<file path="src/rtl/c17_bist_ctrl_if.sv">
// c17_bist_ctrl_if: run control, DUT stimulus/response and result signals of the c17 BIST sequencer.
// Latency: none, this is wiring only.
// Backpressure: none. C17_BIST_FAILLOG_EN adds first_fail/first_fail_vld.
interface c17_bist_ctrl_if;
   logic       start;
   logic       resp_n22;
   logic       resp_n23;
   logic [4:0] vec;
   logic       busy;
   logic       done;
   logic       pass;
   logic [5:0] err_cnt;
   logic [7:0] signature;
`ifdef C17_BIST_FAILLOG_EN
   logic [4:0] first_fail;
   logic       first_fail_vld;
`endif

   // Requester side: issues start, drives the device-under-test responses, observes results.
   modport master (
      output start, resp_n22, resp_n23,
      input  vec, busy, done, pass, err_cnt, signature
`ifdef C17_BIST_FAILLOG_EN
      , input first_fail, first_fail_vld
`endif
   );

   // Sequencer side.
   modport slave (
      input  start, resp_n22, resp_n23,
      output vec, busy, done, pass, err_cnt, signature
`ifdef C17_BIST_FAILLOG_EN
      , output first_fail, first_fail_vld
`endif
   );
endinterface

</file>
<file path="src/rtl/c17_bist_ctrl.sv">
// c17_bist_ctrl: exhaustive 32-vector BIST of a c17 netlist against a built-in golden model, MISR signature.
// Latency: 32*(SETTLE+1) cycles from the first APPLY cycle to done.
// Backpressure: none; start is ignored while busy. C17_BIST_FAILLOG_EN adds a first-failing-vector log.
module c17_bist_ctrl #(
   parameter int unsigned SETTLE = 2   // cycles each vector is held before sampling, 1..15
) (
   input logic           clk,
   input logic           rst_n,
   c17_bist_ctrl_if.slave bus
);

   typedef enum logic [1:0] {IDLE, APPLY, SAMPLE, DONE} state_t;

   state_t     state_q, state_d;
   logic [4:0] vec_q;
   logic [3:0] cnt_q;
   logic [5:0] err_q;
   logic [7:0] sig_q;

   logic       run_clr;   // accepted start: clear all run state
   logic       cnt_inc;
   logic       cnt_clr;
   logic       smp;       // SAMPLE cycle: capture and compare responses at the closing edge
   logic       vec_inc;

   // Golden c17 evaluated on the vector currently driven.
   logic n1, n2, n3, n6, n7;
   logic n10, n11, n16, n19, g22, g23;
   logic miss;

   assign n1  = vec_q[0];
   assign n2  = vec_q[1];
   assign n3  = vec_q[2];
   assign n6  = vec_q[3];
   assign n7  = vec_q[4];
   assign n10 = ~(n1 & n3);
   assign n11 = ~(n3 & n6);
   assign n16 = ~(n2 & n11);
   assign n19 = ~(n11 & n7);
   assign g22 = ~(n10 & n16);
   assign g23 = ~(n16 & n19);
   assign miss = (bus.resp_n22 != g22) | (bus.resp_n23 != g23);

   // State register.
   always_ff @(posedge clk or negedge rst_n) begin
      if (!rst_n) state_q <= IDLE;
      else        state_q <= state_d;
   end

   // Next-state and datapath control.
   always_comb begin
      state_d = state_q;
      run_clr = 1'b0;
      cnt_inc = 1'b0;
      cnt_clr = 1'b0;
      smp     = 1'b0;
      vec_inc = 1'b0;
      case (state_q)
         IDLE, DONE: begin
            if (bus.start) begin
               state_d = APPLY;
               run_clr = 1'b1;
            end
         end
         APPLY: begin
            if (cnt_q == 4'(SETTLE - 1)) begin
               state_d = SAMPLE;
               cnt_clr = 1'b1;
            end else begin
               cnt_inc = 1'b1;
            end
         end
         SAMPLE: begin
            smp = 1'b1;
            if (vec_q == 5'd31) begin
               state_d = DONE;
            end else begin
               state_d = APPLY;
               vec_inc = 1'b1;
            end
         end
         default: state_d = IDLE;
      endcase
   end

   // Vector, settle counter, error counter and MISR.
   always_ff @(posedge clk or negedge rst_n) begin
      if (!rst_n) begin
         vec_q <= '0;
         cnt_q <= '0;
         err_q <= '0;
         sig_q <= '0;
      end else if (run_clr) begin
         vec_q <= '0;
         cnt_q <= '0;
         err_q <= '0;
         sig_q <= '0;
      end else begin
         if (cnt_clr)      cnt_q <= '0;
         else if (cnt_inc) cnt_q <= cnt_q + 4'd1;
         if (vec_inc)      vec_q <= vec_q + 5'd1;
         if (smp) begin
            sig_q <= {sig_q[6:0], sig_q[7] ^ sig_q[5] ^ sig_q[4] ^ sig_q[3]}
                     ^ {6'b0, bus.resp_n23, bus.resp_n22};
            if (miss) err_q <= err_q + 6'd1;
         end
      end
   end

`ifdef C17_BIST_FAILLOG_EN
   logic [4:0] ff_q;
   logic       ff_vld_q;

   // Latch the vector of the first mismatching sample of the run.
   always_ff @(posedge clk or negedge rst_n) begin
      if (!rst_n) begin
         ff_q     <= '0;
         ff_vld_q <= 1'b0;
      end else if (run_clr) begin
         ff_q     <= '0;
         ff_vld_q <= 1'b0;
      end else if (smp && miss && !ff_vld_q) begin
         ff_q     <= vec_q;
         ff_vld_q <= 1'b1;
      end
   end

   assign bus.first_fail     = ff_q;
   assign bus.first_fail_vld = ff_vld_q;
`endif

   assign bus.vec       = vec_q;
   assign bus.busy      = (state_q == APPLY) || (state_q == SAMPLE);
   assign bus.done      = (state_q == DONE);
   assign bus.pass      = (state_q == DONE) && (err_q == 6'd0);
   assign bus.err_cnt   = err_q;
   assign bus.signature = sig_q;

endmodule

</file>
<file path="src/flat_wrapper.sv">
// flat-port wrapper written by rule: the top's interface ports become plain ports
module c17_bist_ctrl_flat 
#(
   parameter int unsigned SETTLE = 2                                                       
)
  (clk, rst_n, bus_start, bus_resp_n22, bus_resp_n23, bus_vec, bus_busy, bus_done, bus_pass, bus_err_cnt, bus_signature);
  c17_bist_ctrl_if bus_i ();
  input logic clk;
  input logic rst_n;
  input wire logic [$bits(bus_i.start)-1:0] bus_start;
  input wire logic [$bits(bus_i.resp_n22)-1:0] bus_resp_n22;
  input wire logic [$bits(bus_i.resp_n23)-1:0] bus_resp_n23;
  output wire logic [$bits(bus_i.vec)-1:0] bus_vec;
  output wire logic [$bits(bus_i.busy)-1:0] bus_busy;
  output wire logic [$bits(bus_i.done)-1:0] bus_done;
  output wire logic [$bits(bus_i.pass)-1:0] bus_pass;
  output wire logic [$bits(bus_i.err_cnt)-1:0] bus_err_cnt;
  output wire logic [$bits(bus_i.signature)-1:0] bus_signature;
  assign bus_i.start = bus_start;
  assign bus_i.resp_n22 = bus_resp_n22;
  assign bus_i.resp_n23 = bus_resp_n23;
  assign bus_vec = bus_i.vec;
  assign bus_busy = bus_i.busy;
  assign bus_done = bus_i.done;
  assign bus_pass = bus_i.pass;
  assign bus_err_cnt = bus_i.err_cnt;
  assign bus_signature = bus_i.signature;
  c17_bist_ctrl #(.SETTLE(SETTLE)) u_core (.clk(clk), .rst_n(rst_n), .bus(bus_i));
endmodule
</file>
<file path="config.mk">
export PLATFORM = sky130hd
export DESIGN_NAME = c17_bist_ctrl_flat
export DESIGN_NICKNAME = d
export VERILOG_FILES = /design/src/rtl/c17_bist_ctrl_if.sv /design/src/rtl/c17_bist_ctrl.sv /design/src/flat_wrapper.sv
export SDC_FILE = /design/constraint.sdc
export NUM_CORES = 1
export LEC_CHECK = 0
export ABC_AREA = 1
export CELL_PAD_IN_SITES_DETAIL_PLACEMENT = 1
export CELL_PAD_IN_SITES_GLOBAL_PLACEMENT = 1
export CORE_MARGIN = 1.5
export CORE_UTILIZATION = 40
export DETAILED_ROUTE_END_ITERATION = 8
export PLACE_DENSITY_LB_ADDON = 0.1
export SKIP_LAST_GASP = 1
export SYNTH_ARGS = -nofsm -noshare
export SYNTH_HDL_FRONTEND = slang
export SYNTH_SLANG_ARGS = --single-unit
</file>
<file path="constraint.sdc">
create_clock -name clk -period 4.1 [get_ports clk]
set_clock_uncertainty 0.2 [all_clocks]
set_input_delay 0.82 -clock clk [delete_from_list [all_inputs] [get_ports clk]]
set_output_delay 0.82 -clock clk [all_outputs]
set_load 0.02 [all_outputs]
</file>
# Yosys cells after proc, flatten, opt, wreduce, memory -nomap -nowiden
# Cells that the tools add are included.
# totals
register_bits,25
input_bits,5
out_inout_bits,22
word_cells,68
# classes
add_sub_neg,3
eq_ne,9
muxes,23
bitwise_logic,17
reduce_logical,11
# ops
operator,n
6-bit 2-to-1 mux,3
8-bit 2-to-1 mux,2
4-bit 2-to-1 mux,3
5-bit 2-to-1 mux,2
1-bit 2-to-1 mux,9
8-bit by 2-bit XOR with 8-bit output,1
6-bit by 1-bit adder with 6-bit output (second input constant),1
1-bit AND,6
6-bit zero test,1
2-bit 2-to-1 mux,3
1-bit NOT,6
2-bit one-hot mux with 3 select lines,1
2-bit nonzero test,3
5-bit by 1-bit adder with 5-bit output (second input constant),1
5-bit equality test (second input constant),1
4-bit by 1-bit adder with 4-bit output (second input constant),1
2-bit equality test (second input constant),2
4-bit by 1-bit equality test with 1-bit output (second input constant),1
2-bit AND reduction,2
3-bit nonzero test,1
1-bit XOR,3
2-bit by 1-bit equality test with 1-bit output (second input constant),1
2-bit zero test,1
1-bit != test,2
other kinds (6),6

# Depth between registers and ports, before layout
# Gate-level depths: netlist of the first run.
# logic_depth
word_depth,11
mapped_depth,9

# Worst setup path before layout of the first run
# OpenSTA, ideal clock, no wires.
# synth_timing
path_type,register -> output
from,register u_core.err_q[0] (netlist: u_core.bus.err_cnt[0])
to,output bus_pass
t_arrival_ns,1.264
setup_slack_ns,1.816
stages_incl_launch_ff,5
cell_sequence,dfrtp_1 inv_1 ha_1 nand3_1 nor3_1
# synth_between
elab_chain_len,2
# synth_rtl
element,line_no,source
from (decl),c17_bist_ctrl.sv:17,logic [5:0] err_q;
from (signal assigned),c17_bist_ctrl.sv:105,if (miss) err_q <= err_q + 6'd1;
6-bit zero test,c17_bist_ctrl.sv:135,assign bus.pass = (state_q == DONE) && (err_q == 6'd0);
1-bit logical AND,c17_bist_ctrl.sv:135,
to (decl),flat_wrapper.sv:16,output wire logic [$bits(bus_i.pass)-1:0] bus_pass;
# No other way between the ends.

# Worst setup path after layout of the first run
# Ends and elaborated chain as after synthesis.

==> metrics.md, run 1 <==
| Metric | Value |
|---|---|
| Status | `finished, final reports clean` |
| Syn Area/Cell | `8.05 sq um` |
| Max Freq | `0.346 GHz` |
| Clock slew at reported path FFs | `0.14 ns` |
| Number of global-route vias before repair | `1294` |
| CTS Buf Count | `3` |
| Setup repair bufs after CTS | `0` |
| Placed Area | `0.00170 sq mm` |
| Arrival time at the worst endpoint | `1.87 ns` |
| CTS root buffer | `clkbuf_4` |
| Max VDD drop | `0.000230 V` |
| CP max FO | `7` |
| Final setup fails | `0` |
| Critical path capture point type | `primary output` |
| GRT Total Usage | `0.206` |
| Required time of the critical path | `3.08 ns` |
| Slew Viols, Final | `0` |
| First-pass GRT wire length | `5810 um` |
| Port Buffers | `26` |
| Final instance area | `0.00173 sq mm` |
| Final min period | `2.89 ns` |
| Slew @ Worst Pin | `0.326 ns` |
| Io pins | `27` |
| Hold buffers post-CTS | `0` |
| Worst hold endpoint | `u_core.bus.vec[0]` |
| Worst-case reg-to-reg path depth | `9` |
| Row count | `21` |
| Initial antenna violation count | `0` |
| Die area | `0.00382 sq mm` |
| Vias | `1211` |
| Placed insts | `244` |
| Layout Area Growth over Synthesis | `24.8%` |
| Total power | `890 uW` |
| Syn Inst Count | `172` |
| DP HPWL | `2710 um` |
| Max_cap viols | `0` |
| Synth Warn # | `0` |
| RSZ-0062 raised after global routing | `no` |
| N_diodes | `0` |
| Synthesized net count | `186` |
| Final wirelength | `3430 um` |
| Iteration count of the initial detailed-routing pass | `4` |
| Drc violations | `0` |
| CORE AREA | `0.00334 sq mm` |
| Clk sinks | `25` |
| Lkg Pwr | `0.822 nW` |
| Hold Vio Cnt, Final | `0` |
| Worst hold start | `u_core.bus.vec[0]` |
| Initial Util | `0.415` |
| Share of layout cells above drive strength 1 | `0.0644` |
| WS Path Type | `register to primary output` |
| Storage element area | `626 sq um` |
| Seq/Total Area, Yosys | `0.452` |
| Final ANT Viol Nets | `0` |
| Top post-synthesis cells by area | `dfrtp_1 (45%), nand2_1 (11%), ha_1 (8.1%), inv_1 (6.5%), nand3_1 (5.4%)` |
| Wire per inst | `13.8 um` |
| Layout Nets | `217` |
| GPL Wtd Cong | `0.766` |
| Yosys reg bits | `25` |
| Multi-input logic area | `654 sq um` |
| Fill cell count | `432` |
| Hold path depth | `1` |
| Crit Reg-Reg Endpoint | `u_core.bus.err_cnt[2]` |
| Post-route insts no fill | `248` |
| Die width | `61.8 um` |
| Number of unique standard cell types used by synthesis | `23` |
| R2r setup slk | `2.12 ns` |
| Crit start category | `register` |
| Tcrit/Tclk final | `0.704` |
| PwrDens | `515 mW/mm^2` |
| Clock Latency Late Sink | `0.31 ns` |
| CTS H-tree depth | `1` |
| Vias/cell | `4.88` |
| Max-slew headroom | `0.782` |
| Synth Cell Area | `0.00139 sq mm` |
| Setup_tns | `0 ns` |
| Pin count of the biggest net entering global routing | `26` |
| Clk buf depth | `2` |
| Area leader, netlist | `dfrtp_1` |
| Synth top area share | `0.452` |
| Hold slack | `0.337 ns` |
| Worst R2R Start | `u_core.state_q[0]` |
| Hold Crit Class | `register to register` |
| Die Ht | `61.8 um` |
| CTS resizes | `0` |
| Number of DRC markers in iteration 0 | `43` |
| TritonCTS clock tree | `yes` |
| Total overflow reported by the global router | `0` |
flip-flops by register name (all words and copies together) (netlist names):
| signal | cells |
|---|---|
| u_core.bus.vec | 5 |
| u_core.bus.signature | 8 |
| u_core.bus.err_cnt | 6 |
| u_core.cnt_q | 4 |
| u_core.state_q | 2 |
synthesized netlist by cell type:
cell      number
a21oi_1        6
nor3_1         1
inv_2          2
xnor2_1        2
nand2_2        3
ha_1           9
nand2_4        1
or2_1          1
nand3_1       15
nand3b_1       1
o22ai_1        9
nand2_1       42
nor2_1        14
inv_1         24
o21ai_0        7
nor2_2         1
or2_2          1
dfrtp_1       25
nor3_2         1
xor2_1         4
o21ai_1        1
buf_4          1
a31oi_1        1
report_power, final:
part           leakage [nW]  switching [mW]  internal, mW
Sequential            0.341          0.0545         0.293
Combinational         0.466           0.268         0.165
Clock                0.0150          0.0727        0.0380
metal layers:
layer	vias to the layer above	GRT usage	part of all wire
met3	2	0.0290	0.021
met1	588	0.260	0.45
li1	607	-	-
met5	-	0	0
met4	0	0.0456	0.0070
met2	14	0.371	0.53
per-stage QoR:
step | worst slack, ns | utilization
floorplan | 1.82 | -
global placement | 1.58 | 0.510
detailed placement | 1.55 | 0.510
CTS | 1.18 | 0.518
global route | 1.06 | 0.518
finish | 1.21 | 0.518
cells by family after synthesis:
family / Yosys count / share of synthesized area
buf+inv: 27 / 0.0759
compound gates: 24 / 0.0957
fa+ha+maj: 9 / 0.0813
xor+xnor: 6 / 0.0379
flops: 25 / 0.452
simple gates: 81 / 0.257
cell usage in the layout (no fill, tap or decap):
cell             instances
nand2_1                 42
clkdlybuf4s50_1         26
dfrtp_1                 25
inv_1                   24
nand3_1                 15
nor2_1                  14
o22ai_1                  9
ha_1                     9
o21ai_0                  7
a21oi_1                  6
xor2_1                   4
nand2_2                  3
clkbuf_4                 3
inv_2                    2
xnor2_1                  2
nor3_1                   1
or2_1                    1
nor3_2                   1
nand2_4                  1
o21ai_1                  1
a31oi_1                  1
nor2_2                   1
nand3b_1                 1
or2_2                    1
clkbuf_1                 1
buf_4                    1
layout make-up:
class / instances / area share
Multi-Input combinational cell: 120 / 0.378
Clock buffer: 4 / 0.0152
Tap cell: 46 / 0.0333
Sequential cell: 25 / 0.362
Inverter: 26 / 0.0564
Timing Repair Buffer: 27 / 0.155
how the worst max path moves through the flow:
stage	slack, ns	to	cells past startpoint	from
after global placement	1.58	bus_pass	5	u_core.bus.err_cnt[0]
final	1.21	bus_pass	5	u_core.bus.err_cnt[0]
after detailed placement	1.55	bus_pass	5	u_core.bus.err_cnt[0]
after floorplan	1.82	bus_pass	4	u_core.bus.err_cnt[0]
after CTS	1.18	bus_pass	5	u_core.bus.err_cnt[0]
after global routing	1.06	bus_pass	5	u_core.bus.err_cnt[0]
worst max-delay path, cell delays in order (launching register included):
cell	delay [ns]
dfrtp_1	0.47
inv_1	0.10
ha_1	0.15
nand3_1	0.07
nor3_1	0.14
clkdlybuf4s50_1	0.63
No activity file was read; power rests on OpenSTA's default activity.
==> run 2, diff against run 1 <==
CORE_UTILIZATION = 34   (was 40)
clock period = 2.5 ns   (was 4.1 ns; I/O delays follow)
==> run 2 against run 1 <==
Final area grew 2.4%. First-iteration DRC count grew 30%. Routed wire length grew 1.3%. Register-to-register slack lost 1.6 ns. Flip-flop and latch count is the same. Largest cell class unchanged.
==> metrics.md, run 2 (synthesis gave the netlist of run 1 again) <==
| Metric | Value |
|---|---|
| Final min period | `2.24 ns` |
| Gr busiest metal | `met2 (unchanged)` |
| Combinational power share | `0.473 (was 0.486)` |
| Clk pwr share | `0.160 (was 0.124)` |
| Io pins | `27 (unchanged)` |
| CORE AREA | `0.00397 sq mm (was 0.00334 sq mm)` |
| Port Buffers | `26 (unchanged)` |
| Initial antenna violation count | `0 (unchanged)` |
| Met3 Use GR | `0.0287 (was 0.0290)` |
| Post-route insts no fill | `254 (was 248)` |
| CTS Buf Count | `3 (unchanged)` |
| Status | `finished, final reports clean (unchanged)` |
| Final setup fails | `0 (unchanged)` |
| Clk buf depth | `2 (unchanged)` |
| N_diodes | `0 (unchanged)` |
| Placed insts | `250 (was 244)` |
| CP max FO | `7 (unchanged)` |
| Max Freq | `0.446 GHz` |
| Hold buffers post-CTS | `0 (unchanged)` |
| CTS H-tree depth | `1 (unchanged)` |
| Number of global-route vias before repair | `1320 (was 1294)` |
| Tcrit/Tclk final | `0.897` |
| Flip-flop count of the largest register after layout | `8 (unchanged)` |
| Fin util | `0.446 (was 0.518)` |
| Clock Latency Late Sink | `0.27 ns (was 0.31 ns)` |
| Pint | `872 uW (was 496 uW)` |
| Die Ht | `66.8 um (was 61.8 um)` |
| Row count | `23 (was 21)` |
| PwrDens | `875 mW/mm^2 (was 515 mW/mm^2)` |
| Vias/cell | `4.89 (was 4.88)` |
| RSZ-0062 raised after global routing | `no (unchanged)` |
| Layout Nets | `219 (was 217)` |
| Wire per inst | `13.7 um (was 13.8 um)` |
| Drc violations | `0 (unchanged)` |
| Final ANT Viol Nets | `0 (unchanged)` |
| Slew Viols, Final | `0 (unchanged)` |
| GRT Total Usage | `0.178 (was 0.206)` |
| TritonCTS clock tree | `yes (unchanged)` |
| Final instance area | `0.00177 sq mm (was 0.00173 sq mm)` |
| Hold Vio Cnt, Final | `0 (unchanged)` |
| Setup_tns | `0 ns (unchanged)` |
| First-pass GRT wire length | `6010 um (was 5810 um)` |
| CP top delay family | `buffers and inverters (unchanged)` |
| Switch Pwr | `677 uW (was 395 uW)` |
| WS Path Type | `register to primary output (unchanged)` |
| Iteration count of the initial detailed-routing pass | `4 (unchanged)` |
| Clock slew at reported path FFs | `0.09 ns (was 0.14 ns)` |
| Final wirelength | `3470 um (was 3430 um)` |
| Max-slew headroom | `0.775 (was 0.782)` |
| WP buf/inv | `2 (unchanged)` |
| CP max stage delay | `0.45 ns (was 0.63 ns)` |
| Slowest CP cell | `dfrtp_1 (was clkdlybuf4s50_1)` |
| GR met2 Demand/Resource | `0.321 (was 0.371)` |
| Die width | `66.8 um (was 61.8 um)` |
| Slew @ Worst Pin | `0.337 ns (was 0.326 ns)` |
| Initial Util | `0.349 (was 0.415)` |
| Hold Crit Class | `register to register (unchanged)` |
| Critical path capture point type | `primary output (unchanged)` |
| Lkg Pwr | `0.857 nW (was 0.822 nW)` |
| Clk sinks | `25 (unchanged)` |
| Number of DRC markers in iteration 0 | `56 (was 43)` |
| Total overflow reported by the global router | `0 (unchanged)` |
| GPL Wtd Cong | `0.772 (was 0.766)` |
| Pin count of the biggest net entering global routing | `26 (unchanged)` |
| Hold slack | `0.319 ns (was 0.337 ns)` |
| Worst-path cell chain | `inv_1 > ha_1 > nand3_1 > nor3_1 > dlygate4sd2_1 (was inv_1 > ha_1 > nand3_1 > nor3_1 > clkdlybuf4s50_1)` |
| Met1 usage | `0.218 (was 0.260)` |
| Commonest non-fill, non-tap cells in the layout | `nand2_1 (42), dfrtp_1 (25), inv_1 (24), clkdlybuf4s50_1 (24), nand3_1 (15) (was nand2_1 (42), clkdlybuf4s50_1 (26), dfrtp_1 (25), inv_1 (24), nand3_1 (15))` |
| Share of layout cells above drive strength 1 | `0.0784 (was 0.0644)` |
| Fill cell count | `491 (was 432)` |
| Die area | `0.00447 sq mm (was 0.00382 sq mm)` |
| Most common cell after layout, fill and taps aside | `nand2_1 (unchanged)` |
| Vias | `1241 (was 1211)` |
| Crit start category | `register (unchanged)` |
| Placed Area | `0.00172 sq mm (was 0.00170 sq mm)` |
| Switching share of power | `0.437 (was 0.443)` |
| Max VDD drop | `0.000261 V (was 0.000230 V)` |
| CTS root buffer | `clkbuf_8 (was clkbuf_4)` |
| Required time of the critical path | `1.80 ns (was 3.08 ns)` |
| Layout Area Growth over Synthesis | `27.8% (was 24.8%)` |
| Max_cap viols | `0 (unchanged)` |
| DP HPWL | `2720 um (was 2710 um)` |
| Arrival time at the worst endpoint | `1.54 ns (was 1.87 ns)` |
| Flop pwr share | `0.367 (was 0.390)` |
[run 2: changes by cell type in the layout (fill, tap and decap cells not counted), sizes merged]
cell,previous run,this run
clkdlybuf4s50,26,24
clkbuf,4,3
buf,1,3
dlymetal6s2s,0,1
dlygate4sd2,0,1
clkinv,0,1
[run 2: worst register-to-register path, delay by kind of cell, from the launching register on]
kind                     cells  cell delay [ns]
AO/OA/AOI/OAI                1             0.16
adder cells (fa/ha/maj)      1             0.35
buffers and inverters        4             0.50
flip-flops                   1             0.38
AND/OR/NAND/NOR              2             0.28
[run 2: routing by layer]
metal	wire length, um	share of wire
met5	0	0
met4	29	0.0084
met3	86	0.025
met2	1790	0.52
met1	1560	0.45
[run 2: per-stage QoR]
| step | setup slack (ns) | power, mW |
|---|---|---|
| global placement | 0.330 | 1.29 |
| finish | 0.257 | 1.55 |
| global route | 0.159 | 1.69 |
| CTS | 0.0104 | 1.58 |
| floorplan | 0.536 | 1.03 |
| detailed placement | 0.265 | 1.33 |
[run 2: final timing paths]
path	slack [ns]	cells past startpoint	from	endpoint
max reg2reg	0.54	8	u_core.state_q[0]	u_core.bus.signature[4]
min reg2reg	0.32	1	u_core.bus.vec[3]	u_core.bus.vec[3]
max in group asynchronous	1.45	2	rst_n	u_core.bus.err_cnt[4]
min	0.32	1	u_core.bus.vec[3]	u_core.bus.vec[3]
max	0.26	5	u_core.bus.err_cnt[0]	bus_pass
min in group asynchronous	0.39	2	rst_n	u_core.bus.signature[2]
[run 2: repair_timing]
action,4_1_cts,5_1_grt
gates cloned,0,0
buffers inserted,0,0
resized for setup,1,1
setup endpoints to repair,1,1
[run 2: cell type report]
| cell class | count | area (sq um) | area share |
|---|---|---|---|
| inverters | 26 | 97.6 | 0.0551 |
| multi-input cells | 120 | 654 | 0.370 |
| well taps | 50 | 62.6 | 0.0353 |
| clock buffers | 3 | 41.3 | 0.0233 |
| clock inverters | 1 | 5.00 | 0.00283 |
| repair buffers | 29 | 284 | 0.160 |
| flip-flops and latches | 25 | 626 | 0.353 |
[run 2: power by group through the flow]
stage / clock (mW) / sequential (mW) / combinational [mW]
final: 0.247 / 0.569 / 0.734
after global routing: 0.274 / 0.587 / 0.833
after CTS: 0.259 / 0.571 / 0.751
after detailed placement: 0 / 0.579 / 0.750
after global placement: 0 / 0.569 / 0.718
after floorplan: 0 / 0.616 / 0.418
